===== src/rtl/rvga_pkg.sv =====
// rvga_pkg
// Shared types and default sizes for the register-fetch hazard controller.
// Provides the hazard FSM state enum, the pending-counter type and the
// architectural register-file dimensions used by the rvga pipeline blocks.
package rvga_pkg;

    localparam int RVGA_NUM_REGS   = 32;
    localparam int RVGA_REG_ADDR_W = 5;
    localparam int RVGA_MAX_PEND   = 3;
    localparam int RVGA_PEND_W     = $clog2(RVGA_MAX_PEND + 1);
    localparam int RVGA_STAT_W     = 32;
    localparam int RVGA_CWORD_W    = 32;

    // Control word carried in the rf->ex register; a bubble is all zeros.
    typedef logic [RVGA_CWORD_W-1:0] rvga_cword_t;

    // Number of writes in flight to one architectural register.
    typedef logic [RVGA_PEND_W-1:0] pend_cnt_t;

    // RUN issues normally; DRAIN blocks issue until every pending write retires.
    typedef enum logic {
        HZ_RUN   = 1'b0,
        HZ_DRAIN = 1'b1
    } hz_state_t;

endpackage


===== src/rtl/rvga_pend_cnt.sv =====
// rvga_pend_cnt
// Up/down counter of outstanding writes for a single architectural register.
// Ports:
//   clk, rst_n  clock and synchronous active-low reset
//   inc         a write to this register was issued this cycle
//   dec         a write to this register committed this cycle
//   busy        counter is non-zero
//   sat         counter has reached MAX_PEND
//   idle_next   counter will be zero after this cycle's update
//   underflow   commit arrived while counter was already zero
module rvga_pend_cnt
    import rvga_pkg::*;
#(
    parameter int MAX_PEND = RVGA_MAX_PEND
) (
    input  logic clk,
    input  logic rst_n,
    input  logic inc,
    input  logic dec,
    output logic busy,
    output logic sat,
    output logic idle_next,
    output logic underflow
);

    localparam int W = $clog2(MAX_PEND + 1);

    logic [W-1:0] count;
    logic [W-1:0] count_next;

    // Simultaneous issue and commit cancel. The saturation guard only matters
    // if the sat hazard were bypassed; the zero guard keeps a stray commit from
    // wrapping the counter.
    always_comb begin
        count_next = count;
        if (inc && !dec && count != W'(MAX_PEND)) begin
            count_next = count + W'(1);
        end else if (dec && !inc && count != '0) begin
            count_next = count - W'(1);
        end
    end

    always_ff @(posedge clk) begin
        if (!rst_n) begin
            count <= '0;
        end else begin
            count <= count_next;
        end
    end

    assign busy      = (count != '0);
    assign sat       = (count == W'(MAX_PEND));
    assign idle_next = (count_next == '0);
    assign underflow = dec & (count == '0);

endmodule


===== src/rtl/rvga_hazard_ctrl.sv =====
// rvga_hazard_ctrl
// Scoreboard-based hazard controller sequencing the register-fetch stage.
// Ports:
//   clk, rst_n                 clock and synchronous active-low reset
//   ext_stall                  global pipeline freeze
//   flush                      drain all pending writes before issuing again
//   de_*                       instruction presented by decode
//   wb_*                       writeback slot
//   pipe_stall                 register-fetch stall (mirrors ext_stall)
//   front_stall                hold fetch/decode
//   bubble                     load an all-zero cword into rf->ex this cycle
//   issue                      decoded instruction accepted this cycle
//   busy_vec                   per-register "write pending" flags
//   underflow_err              sticky: commit with no pending write
//   stall_cycles               saturating count of front_stall cycles
module rvga_hazard_ctrl
    import rvga_pkg::*;
#(
    parameter int NUM_REGS   = RVGA_NUM_REGS,
    parameter int REG_ADDR_W = RVGA_REG_ADDR_W,
    parameter int MAX_PEND   = RVGA_MAX_PEND,
    parameter int STAT_W     = RVGA_STAT_W
) (
    input  logic                  clk,
    input  logic                  rst_n,
    input  logic                  ext_stall,
    input  logic                  flush,
    input  logic                  de_valid,
    input  logic [REG_ADDR_W-1:0] de_rs1,
    input  logic [REG_ADDR_W-1:0] de_rs2,
    input  logic                  de_use_rs1,
    input  logic                  de_use_rs2,
    input  logic [REG_ADDR_W-1:0] de_rd,
    input  logic                  de_regfile_load,
    input  logic                  wb_valid,
    input  logic [REG_ADDR_W-1:0] wb_rd,
    input  logic                  wb_regfile_load,
    output logic                  pipe_stall,
    output logic                  front_stall,
    output logic                  bubble,
    output logic                  issue,
    output logic [NUM_REGS-1:0]   busy_vec,
    output logic                  underflow_err,
    output logic [STAT_W-1:0]     stall_cycles
);

    hz_state_t           state;
    logic [NUM_REGS-1:0] sat_vec;
    logic [NUM_REGS-1:0] idle_next_vec;
    logic [NUM_REGS-1:0] uf_vec;
    logic                raw;
    logic                sat;
    logic                hazard;
    logic                draining;
    logic                inc;
    logic                dec;
    logic                all_idle_next;

    // Register 0 is hardwired zero and never tracked.
    assign busy_vec[0]      = 1'b0;
    assign sat_vec[0]       = 1'b0;
    assign idle_next_vec[0] = 1'b1;
    assign uf_vec[0]        = 1'b0;

    generate
        for (genvar r = 1; r < NUM_REGS; r++) begin : g_pend
            rvga_pend_cnt #(
                .MAX_PEND (MAX_PEND)
            ) u_cnt (
                .clk       (clk),
                .rst_n     (rst_n),
                .inc       (inc & (de_rd == REG_ADDR_W'(r))),
                .dec       (dec & (wb_rd == REG_ADDR_W'(r))),
                .busy      (busy_vec[r]),
                .sat       (sat_vec[r]),
                .idle_next (idle_next_vec[r]),
                .underflow (uf_vec[r])
            );
        end
    endgenerate

    // No bypass: a register retiring this cycle is still busy until the edge.
    assign raw = de_valid & ((de_use_rs1 & (de_rs1 != '0) & busy_vec[de_rs1]) |
                             (de_use_rs2 & (de_rs2 != '0) & busy_vec[de_rs2]));
    assign sat = de_valid & de_regfile_load & (de_rd != '0) & sat_vec[de_rd];
    assign hazard = raw | sat;

    // A flush blocks the instruction at decode in the same cycle it arrives,
    // so it is treated as draining already.
    assign draining = (state == HZ_DRAIN) | flush;

    assign pipe_stall  = ext_stall;
    assign front_stall = ext_stall | hazard | draining;
    assign bubble      = ~ext_stall & de_valid & (hazard | draining);
    assign issue       = de_valid & ~front_stall;

    // Writeback only commits while register fetch is moving.
    assign inc = issue & de_regfile_load & (de_rd != '0);
    assign dec = wb_valid & wb_regfile_load & (wb_rd != '0) & ~ext_stall;

    assign all_idle_next = &idle_next_vec;

    // Drain FSM; frozen entirely while the pipeline is externally stalled.
    always_ff @(posedge clk) begin
        if (!rst_n) begin
            state <= HZ_RUN;
        end else if (!ext_stall) begin
            case (state)
                HZ_RUN:   if (flush) state <= HZ_DRAIN;
                HZ_DRAIN: if (all_idle_next) state <= HZ_RUN;
                default:  state <= HZ_RUN;
            endcase
        end
    end

    always_ff @(posedge clk) begin
        if (!rst_n) begin
            underflow_err <= 1'b0;
        end else if (|uf_vec) begin
            underflow_err <= 1'b1;
        end
    end

    always_ff @(posedge clk) begin
        if (!rst_n) begin
            stall_cycles <= '0;
        end else if (front_stall && stall_cycles != '1) begin
            stall_cycles <= stall_cycles + STAT_W'(1);
        end
    end

endmodule


===== config.mk =====
export PLATFORM = sky130hd
export DESIGN_NAME = rvga_hazard_ctrl
export DESIGN_NICKNAME = d
export VERILOG_FILES = /design/src/rtl/rvga_pkg.sv /design/src/rtl/rvga_pend_cnt.sv /design/src/rtl/rvga_hazard_ctrl.sv
export SDC_FILE = /design/constraint.sdc
export NUM_CORES = 1
export LEC_CHECK = 0
export BUFFER_PORTS_ARGS = -buffer_cell sky130_fd_sc_hd__buf_4
export CAP_MARGIN = 15
export CORE_MARGIN = 1.5
export CORE_UTILIZATION = 55
export CTS_CLUSTER_SIZE = 16
export DETAILED_ROUTE_END_ITERATION = 7
export PLACE_DENSITY = 0.86
export SYNTH_ARGS = -nofsm -noshare
export SYNTH_HDL_FRONTEND = slang
export SYNTH_HIERARCHICAL = 1
export SYNTH_SLANG_ARGS = --single-unit
export TNS_END_PERCENT = 1

===== constraint.sdc =====
create_clock -name clk -period 3.8 [get_ports clk]
set_input_delay 0.57 -clock clk [delete_from_list [all_inputs] [get_ports clk]]
set_output_delay 0.57 -clock clk [all_outputs]
set_load 0.02 [all_outputs]

==> results of run 1 <==
-- final cells by class --
cell class              count  area, µm²
multi-input cells         893       6840
fillers                  1021       3580
repair buffers            359       2750
flip-flops and latches     96       1930
inverters                 108        405
well taps                 216        270
clock buffers               9        225
clock inverters             7       67.6
-- logic make-up (layout without fill, tap and decap cells) --
logic type,count (synthesis),in the layout
adder cells (fa/ha/maj),63,63
AND/OR/NAND/NOR,553,553
flip-flops,96,96
AO/OA/AOI/OAI,229,229
multiplexers,47,47
buffers and inverters,144,483
other,1,1
-- worst max-delay path by stage --
stage               cells after the start                            startpoint                  to
finish                                 21  g_pend[25].u_cnt/count[0]$_SDFF_PN0_  state$_SDFFE_PN0N_
global route                           21   g_pend[6].u_cnt/count[1]$_SDFF_PN0_  state$_SDFFE_PN0N_
CTS                                    20  g_pend[14].u_cnt/count[0]$_SDFF_PN0_  state$_SDFFE_PN0N_
detailed placement                     18                              de_rd[0]  state$_SDFFE_PN0N_
global placement                       17                             de_rs1[0]  state$_SDFFE_PN0N_
floorplan                              20                              de_rd[0]  state$_SDFFE_PN0N_
-- per-layer routing --
layer	vias to the layer above	track usage, %	part of all wire (%)
met5	-	0	0
met4	0	22.0	6.7
met3	193	8.77	10
met2	677	60.9	45
met1	5080	43.8	38
li1	4912	-	-
-- through the flow --
step                utilization, %  power (mW)  cells  hold WS, ns
floorplan                        -        1.24   1133        0.517
global placement              75.2        1.40   1671        0.466
detailed placement            75.2        1.41   1671        0.473
CTS                           77.5        2.36   1688        0.495
global route                  77.7        2.43   1688        0.517
finish                        77.7        2.37   1688        0.494
-- report_power, final --
| group | leakage (nW) | switching [mW] | total [mW] | internal, mW |
|---|---|---|---|---|
| sequential | 0.775 | 0.0103 | 1.03 | 1.02 |
| clock | 0.146 | 0.500 | 0.965 | 0.465 |
| combinational | 4.97 | 0.211 | 0.381 | 0.170 |
| total | 5.90 | 0.722 | 2.37 | 1.65 |
-- critical path, cell delays in order (launching register included) --
cell	delay (ns)
dfxtp_1	0.32
inv_1	0.06
ha_1	0.18
inv_1	0.14
mux4_1	0.55
mux2i_1	0.21
nor2_1	0.09
o22ai_2	0.19
nor4bb_4	0.28
buf_4	0.21
buf_4	0.14
nand3_4	0.12
buf_12	0.16
nor2_4	0.15
nor3b_1	0.32
o21ai_0	0.17
a32oi_1	0.23
nand4_1	0.21
nor4_1	0.22
nand4_1	0.24
nor4_2	0.20
nor3_1	0.06
-- what timing repair did --
item                                    in CTS  in global routing
gates resized for setup                     17                  5
hold endpoints to repair                     0                  0
endpoints found under the setup margin       5                  7
hold buffers                                 0                  0
pin swaps                                    3                  4
setup buffers                                1                  0
-- registers in the layout (all words and copies together) (netlist names) --
| signal | flops |
|---|---|
| stall_cycles | 32 |
| g_pend.u_cnt/count | 62 |
| state | 1 |
| underflow_err | 1 |
-- cells in the mapped netlist (29+ instances only) --
master / number
and3_1: 33
nand2_1: 39
dfxtp_1: 96
nor3b_1: 82
or3_1: 32
nor2_1: 77
and2_1: 29
nor2b_1: 30
ha_1: 63
o21ai_0: 88
and4_1: 30
inv_1: 108
nor3_1: 46
==> impl_metrics.yaml, run 1 <==
status:
  status: "finished, violations left"
  violations: "negative setup slack"
routing:
  drt-initial-drc-count: 1172
  ant_nets: 0
  vias: 10900
  vias_per_cell: 6.43
  routedWlPerCell_um: 19.4
  drc: 0
  drt-total-wl_mm: 32.7
  drtPass1Iterations: 6
clocking:
  clk_path_buf_depth: 2
  cts_root_buffer: "clkbuf_16"
  cts_tree: "built"
  clock_latency_ns: 0.37
  numCtsBuffers: 9
  cts_num_sinks: 96
  clk_pin_slew_ns: 0.08
  htreeDepth: 3
yosys:
  synth_top_area_share_pct: 21.1
  avgSynthCellArea_um2: 8.05
  synth_flop_cell: "dfxtp_1"
  yosysUniqueCellTypes: 68
  ys_ff_latch: 96
  synth_fa_ha_area_share_pct: 8.64
  synth_edf_count: 0
  yosysSeqAreaShare_pct: 21.1
  synthesis.nets: 1226
  syn_area_mm2: 0.00913
  synthTopCellsByArea: "dfxtp_1 (21%), ha_1 (8.6%), nor3b_1 (6.7%), o21ai_0 (4.8%), inv_1 (4.4%)"
  synth_warnings: 6
  yosys.area.top_type: "dfxtp_1"
  synth_top_family_by_area: "simple AND/OR/NAND/NOR gates"
  synth_compound_area_share_pct: 17.5
  netlist_instances: 1133
  synthMuxAreaShare_pct: 7.50
  async_flop_share_pct: 0
  synth_simple_gate_area_share_pct: 38.5
  synthXorXnorAreaFrac_pct: 0
timing:
  worst_slew_pin_slew_ns: 0.889
  slew_viol_final: 0
  max_slew_margin_pct: 40.7
  max_freq_ghz: 0.218
  period_needed_ns: 4.59
  setup_slack_ns: -0.789
  hold_viol_final: 0
  tns_ns: -0.994
  rsz0062_at_grt: "true"
  fin_crit_sh_pct: 121
  skew_ns: 0.0112
  setup_viol: 2
final_layout:
  final_cell_mix: "buf_4 (355), inv_1 (106), dfxtp_1 (93), o21ai_0 (88), nor3b_1 (78)"
  drive_gt1_share_pct: 34.3
  syn_to_final_growth_pct: 36.7
  nNetsFinal: 1560
  final_common_cell: "buf_4"
  diodes: 0
  finalInstanceArea_mm2: 0.0125
power:
  power_density_mw_per_mm2: 190
  ir_drop_mv: 0.211
  p_leak_nw: 5.90
placement:
  place_congestion: 1.01
  place_ws_ns: -0.909
  portBuffers: 97
  place_hpwl_mm: 24.1
  placed_area_mm2: 0.0121
critical_path:
  critPathMaxFanout: 6
  reg2reg_slack_ns: -0.79
  rr_endpoint: "state$_SDFFE_PN0N_"
  cp-start-kind: "flop"
  cp.required_ns: 4.02
  worstSetupPathType: "reg2reg"
  critPathCaptureType: "flop"
  rr_startpoint: "g_pend[25].u_cnt/count[0]$_SDFF_PN0_"
  cp.arrival_ns: 4.81
  r2r_cells: 21
global_route:
  grt_pass1_vias: 10300
  grt_max_degree: 88
  grt_first_pass_wirelength_mm: 52.0
  grt.overflow.total: 0
  grt_util_all_layers_pct: 36.9
  antenna_found_initial: 0
floorplanning:
  pin_count: 99
  start_util_pct: 56.8
  die_width_um: 132
  fp.dieH_um: 132
  core.rowCount: 46
  fp.dieArea_mm2: 0.0174
  core_mm2: 0.0161
worst_hold_path:
  min_from: "stall_cycles[28]$_SDFFE_PN0P_"
  holdPathEnd: "stall_cycles[28]$_SDFFE_PN0P_"
  worstHoldPathType: "reg2reg"
  worstHoldPathCells: 2
job:
  cap_violations: 0
Power figures use the tool's default switching activity.
==> inputs of run 2 (changes only) <==
Settings changed: CELL_PAD_IN_SITES_DETAIL_PLACEMENT from default to 1, CELL_PAD_IN_SITES_GLOBAL_PLACEMENT from default to 1, CORE_UTILIZATION 55 to 41, PLACE_DENSITY 0.86 to 0.84, TNS_END_PERCENT 1 to 10.
==> impl_metrics.yaml, run 2 (synthesis results as in run 1) <==
floorplanning:
  start_util_pct: 41.8
  core.rowCount: 54
  core_mm2: 0.0218
  pin_count: 99
  fp.dieH_um: 152
  die_width_um: 152
  fp.dieArea_mm2: 0.0232
final_layout:
  largest_reg_flops: 62
  final_util_pct: 60.1
  final_common_cell: "buf_4"
  nFillCells: 2559
  drive_gt1_share_pct: 40.7
  final_cell_mix: "buf_4 (360), inv_1 (86), o21ai_0 (83), dfxtp_1 (83), nor3b_1 (60)"
  finalInstanceArea_mm2: 0.0131
  top_register: "g_pend.u_cnt/count"
  syn_to_final_growth_pct: 43.6
  top_regs: "g_pend.u_cnt/count: 62 flops, stall_cycles: 32 flops"
  nNetsFinal: 1571
timing:
  fin_crit_sh_pct: 150
  max_slew_margin_pct: 26.9
  holdWs_ns: 0.487
  setup_slack_ns: -1.90
  tns_ns: -12.16
  setup_viol: 57
  skew_ns: 0.0174
  worst_slew_pin_slew_ns: 1.09
  slew_viol_final: 0
  rsz0062_at_grt: "true"
  max_freq_ghz: 0.176
  hold_viol_final: 0
  period_needed_ns: 5.70
critical_path:
  cp.arrival_ns: 5.94
  cp-start-kind: "flop"
  cp.required_ns: 4.04
  worstSetupPathType: "reg2reg"
  critPathMaxFanout: 5
  critPathCaptureType: "flop"
routing:
  drtPass1Iterations: 6
  vias: 12500
  drt-initial-drc-count: 1693
  drt-total-wl_mm: 56.1
  ant_nets: 0
  drc: 0
  routedWlPerCell_um: 31.8
  vias_per_cell: 7.10
job:
  cap_violations: 0
clocking:
  clk_pin_slew_ns: 0.09
  clock_latency_ns: 0.39
  cts_tree: "built"
  cts_num_sinks: 96
  clk_path_buf_depth: 2
  numCtsBuffers: 9
  htreeDepth: 3
  cts_root_buffer: "clkbuf_16"
status:
  violations: "negative setup slack"
  status: "finished, violations left"
global_route:
  antenna_found_initial: 11
  grt_max_degree: 58
  grt.overflow.total: 0
  grt_util_all_layers_pct: 41.3
  grt_pass1_vias: 12600
  grt_first_pass_wirelength_mm: 74.4
placement:
  place_congestion: 0.981
  place_hpwl_mm: 30.1
  portBuffers: 97
  placed_area_mm2: 0.0121
power:
  p_leak_nw: 5.99
  power_density_mw_per_mm2: 192
  ir_drop_mv: 0.243
worst_hold_path:
  worstHoldPathType: "reg2reg"
[run 2: cell count changes in the layout (fill, tap and decap cells not counted), sizes merged]
cell and change:
buf +11, inv -3, diode +3, clkinvlp +2
clkinv +1
[run 2: repair_timing]
action,4_1_cts,5_1_grt
endpoints found under the setup margin,6,57
buffers inserted,11,8
hold buffers,0,0
pin swaps,28,22
gates resized for setup,67,83
[run 2: final cells by class]
type / count / area (µm²) / share of cell area (%)
Antenna cell: 3 / 7.51 / 0.0573
Clock buffer: 9 / 225 / 1.72
Clock inverter: 7 / 85.1 / 0.649
Inverter: 108 / 412 / 3.14
Multi-Input combinational cell: 893 / 7220 / 55.1
Sequential cell: 96 / 1940 / 14.8
Tap cell: 280 / 350 / 2.67
Timing Repair Buffer: 370 / 2870 / 21.9
[run 2: layer usage]
layer	wire, µm	share of wire, %	GRT usage, %
met1	18100	32	46.4
met3	7850	14	12.8
met4	6550	12	28.7
met5	174	0.31	0
met2	23500	42	66.8
[run 2: per-stage QoR]
stage	total power [mW]	std cells	worst slack [ns]
after global placement	1.40	1728	-0.801
after CTS	2.43	1755	-0.699
final	2.52	1766	-1.90
after detailed placement	1.42	1728	-1.05
after global routing	2.58	1764	-1.87
after floorplan	1.24	1133	-0.178
[run 2: final timing paths]
kind | depth (start not counted) | slack (ns) | start | end
worst max register to register | 21 | -1.90 | g_pend[24].u_cnt/count[1]$_SDFF_PN0_ | state$_SDFFE_PN0N_
worst max-delay path | 21 | -1.90 | g_pend[24].u_cnt/count[1]$_SDFF_PN0_ | state$_SDFFE_PN0N_
worst min-delay path | 2 | 0.49 | stall_cycles[5]$_SDFFE_PN0P_ | stall_cycles[5]$_SDFFE_PN0P_
worst min register to register | 2 | 0.49 | stall_cycles[5]$_SDFFE_PN0P_ | stall_cycles[5]$_SDFFE_PN0P_
[run 2: worst max-delay path, stage by stage, from the launching register on]
cell and delay [ns]:
dfxtp_2 0.34, inv_2 0.13, ha_4 0.18, clkinvlp_4 0.24, mux4_2 0.66, mux2i_4 0.29, nor2_2 0.08, o22ai_2 0.16
nor4bb_4 0.25, buf_6 0.18, buf_6 0.11, nand3_4 0.11, buf_6 0.17, nor2_4 0.20, nor3b_4 0.32, o21ai_2 0.21
a32oi_2 0.23, nand4_1 0.41, nor4_2 0.41, nand4_1 0.47, nor4_2 0.31, nor3_1 0.08
[run 2: where the power goes]
group,internal (mW),switching (mW)
registers,1.02,0.0117
clock network,0.473,0.558
logic,0.179,0.279
total,1.67,0.849
==> inputs of run 3 (changes only) <==
Settings changed: CORE_UTILIZATION 41 to 45, PLACE_DENSITY 0.84 to 0.87.
Clock period 3.8 ns to 6.05 ns, I/O delays scaled along.
==> impl_metrics.yaml, run 3 (synthesis results as in run 1) <==
status:
  status: "finished clean"
clocking:
  cts_num_sinks: 96
  htreeDepth: 3
  clk_pin_slew_ns: 0.08
  cts_root_buffer: "clkbuf_16"
  clk_path_buf_depth: 2
  numCtsBuffers: 9
  cts_setup_buffers: 0
  hold_buffers: 0
  cts_tree: "built"
  clock_latency_ns: 0.36
  ctsResizeCount: 0
final_layout:
  largest_reg_flops: 62
  diodes: 0
  syn_to_final_growth_pct: 12.8
  final_common_cell: "inv_1"
  final_cell_mix: "inv_1 (108), buf_4 (100), dfxtp_1 (96), o21ai_0 (88), nor3b_1 (82)"
  nNetsFinal: 1301
  top_regs: "g_pend.u_cnt/count: 62 flops, stall_cycles: 32 flops"
  drive_gt1_share_pct: 17.6
  top_register: "g_pend.u_cnt/count"
power:
  power_frac_clock_pct: 41.2
  p_int_mw: 0.994
  combPwrFrac_pct: 13.2
  seq_power_share_pct: 45.6
  totalPowerFinal_mw: 1.42
  ir_drop_mv: 0.127
  switchingPower_mw: 0.424
  p_leak_nw: 4.48
  power_density_mw_per_mm2: 138
  sw_frac_of_total_pct: 29.9
critical_path:
  cp.required_ns: 6.26
  critPathCaptureType: "flop"
  worstSetupPathType: "reg2reg"
  critPathMaxFanout: 7
  rr_startpoint: "g_pend[20].u_cnt/count[1]$_SDFF_PN0_"
  crit_start: "g_pend[20].u_cnt/count[1]$_SDFF_PN0_"
  cp-start-kind: "flop"
  cp.arrival_ns: 5.67
  reg2reg_slack_ns: 0.60
placement:
  place_ws_ns: 0.488
  place_congestion: 0.960
  place_hpwl_mm: 24.6
  portBuffers: 97
floorplanning:
  die_width_um: 145
  fp.dieH_um: 145
  pin_count: 99
  start_util_pct: 46.4
  fp.dieArea_mm2: 0.0211
  core.rowCount: 51
  core_mm2: 0.0197
timing:
  holdWs_ns: 0.495
  worst_slew_pin_slew_ns: 0.852
  rsz0062_at_grt: "false"
  fin_crit_sh_pct: 90.2
  setup_slack_ns: 0.595
  setup_viol: 0
  skew_ns: 0.0107
  max_freq_ghz: 0.183
  hold_viol_final: 0
  period_needed_ns: 5.45
  tns_ns: 0
  max_slew_margin_pct: 42.8
  slew_viol_final: 0
routing:
  vias: 9490
  routedWlPerCell_um: 21.3
  ant_nets: 0
  drt-initial-drc-count: 652
  drt-total-wl_mm: 31.5
  vias_per_cell: 6.42
  drc: 0
  drtPass1Iterations: 5
job:
  cap_violations: 0
global_route:
  antenna_found_initial: 0
  grt_pass1_vias: 9349
  grt_max_degree: 59
  grt_first_pass_wirelength_mm: 50.0
  grt_util_all_layers_pct: 29.1
  grt.overflow.total: 0
worst_hold_path:
  worstHoldPathType: "reg2reg"
  min_from: "stall_cycles[28]$_SDFFE_PN0P_"
==> run 3: power groups by stage <==
stage,sequential [mW],combinational [mW],clock [mW]
final,0.647,0.186,0.584
after floorplan,0.662,0.114,0
after global placement,0.661,0.177,0
after detailed placement,0.662,0.182,0
after global routing,0.648,0.199,0.616
after CTS,0.647,0.183,0.597
==> run 3: metrics by stage <==
stage	area (µm²)	utilization [%]	instances
after floorplan	9130	-	1133
after global routing	10300	52.4	1478
final	10300	52.4	1478
after CTS	10300	52.4	1478
after detailed placement	10000	51.0	1462
after global placement	10000	51.0	1462
==> run 3: cell type report <==
type	instances	area [µm²]
Multi-Input combinational cell	893	6610
Timing Repair Buffer	100	751
Clock buffer	10	229
Tap cell	265	332
Sequential cell	96	1920
Clock inverter	6	53.8
Fill cell	2445	9360
Inverter	108	405
==> run 3: layer usage <==
metal  part of all wire, %  GRT usage, %
met3                   6.9          5.77
met4                   4.0          12.6
met1                    42          36.7
met2                    47          48.4
met5                     0             0
==> run 3: path summary, 6_finish.rpt <==
path | end | cells after the start
worst max-delay path | state$_SDFFE_PN0N_ | 18
worst min-delay path | stall_cycles[28]$_SDFFE_PN0P_ | 2
worst max register to register | state$_SDFFE_PN0N_ | 18
worst min register to register | stall_cycles[28]$_SDFFE_PN0P_ | 2
==> run 3: critical path, stage by stage, from the launching register on <==
cell,delay (ns)
dfxtp_1,0.38
inv_1,0.08
ha_1,0.21
inv_1,0.16
nor2b_1,0.16
a2111oi_0,0.54
o31ai_1,0.16
o22ai_1,0.31
nor4bb_4,0.59
nand3b_2,0.28
nor2_1,0.46
nor3b_2,0.38
mux2i_1,0.13
o32ai_1,0.20
nand4_1,0.30
nor4_1,0.38
nand4_1,0.23
nor4_1,0.25
nor3_1,0.08
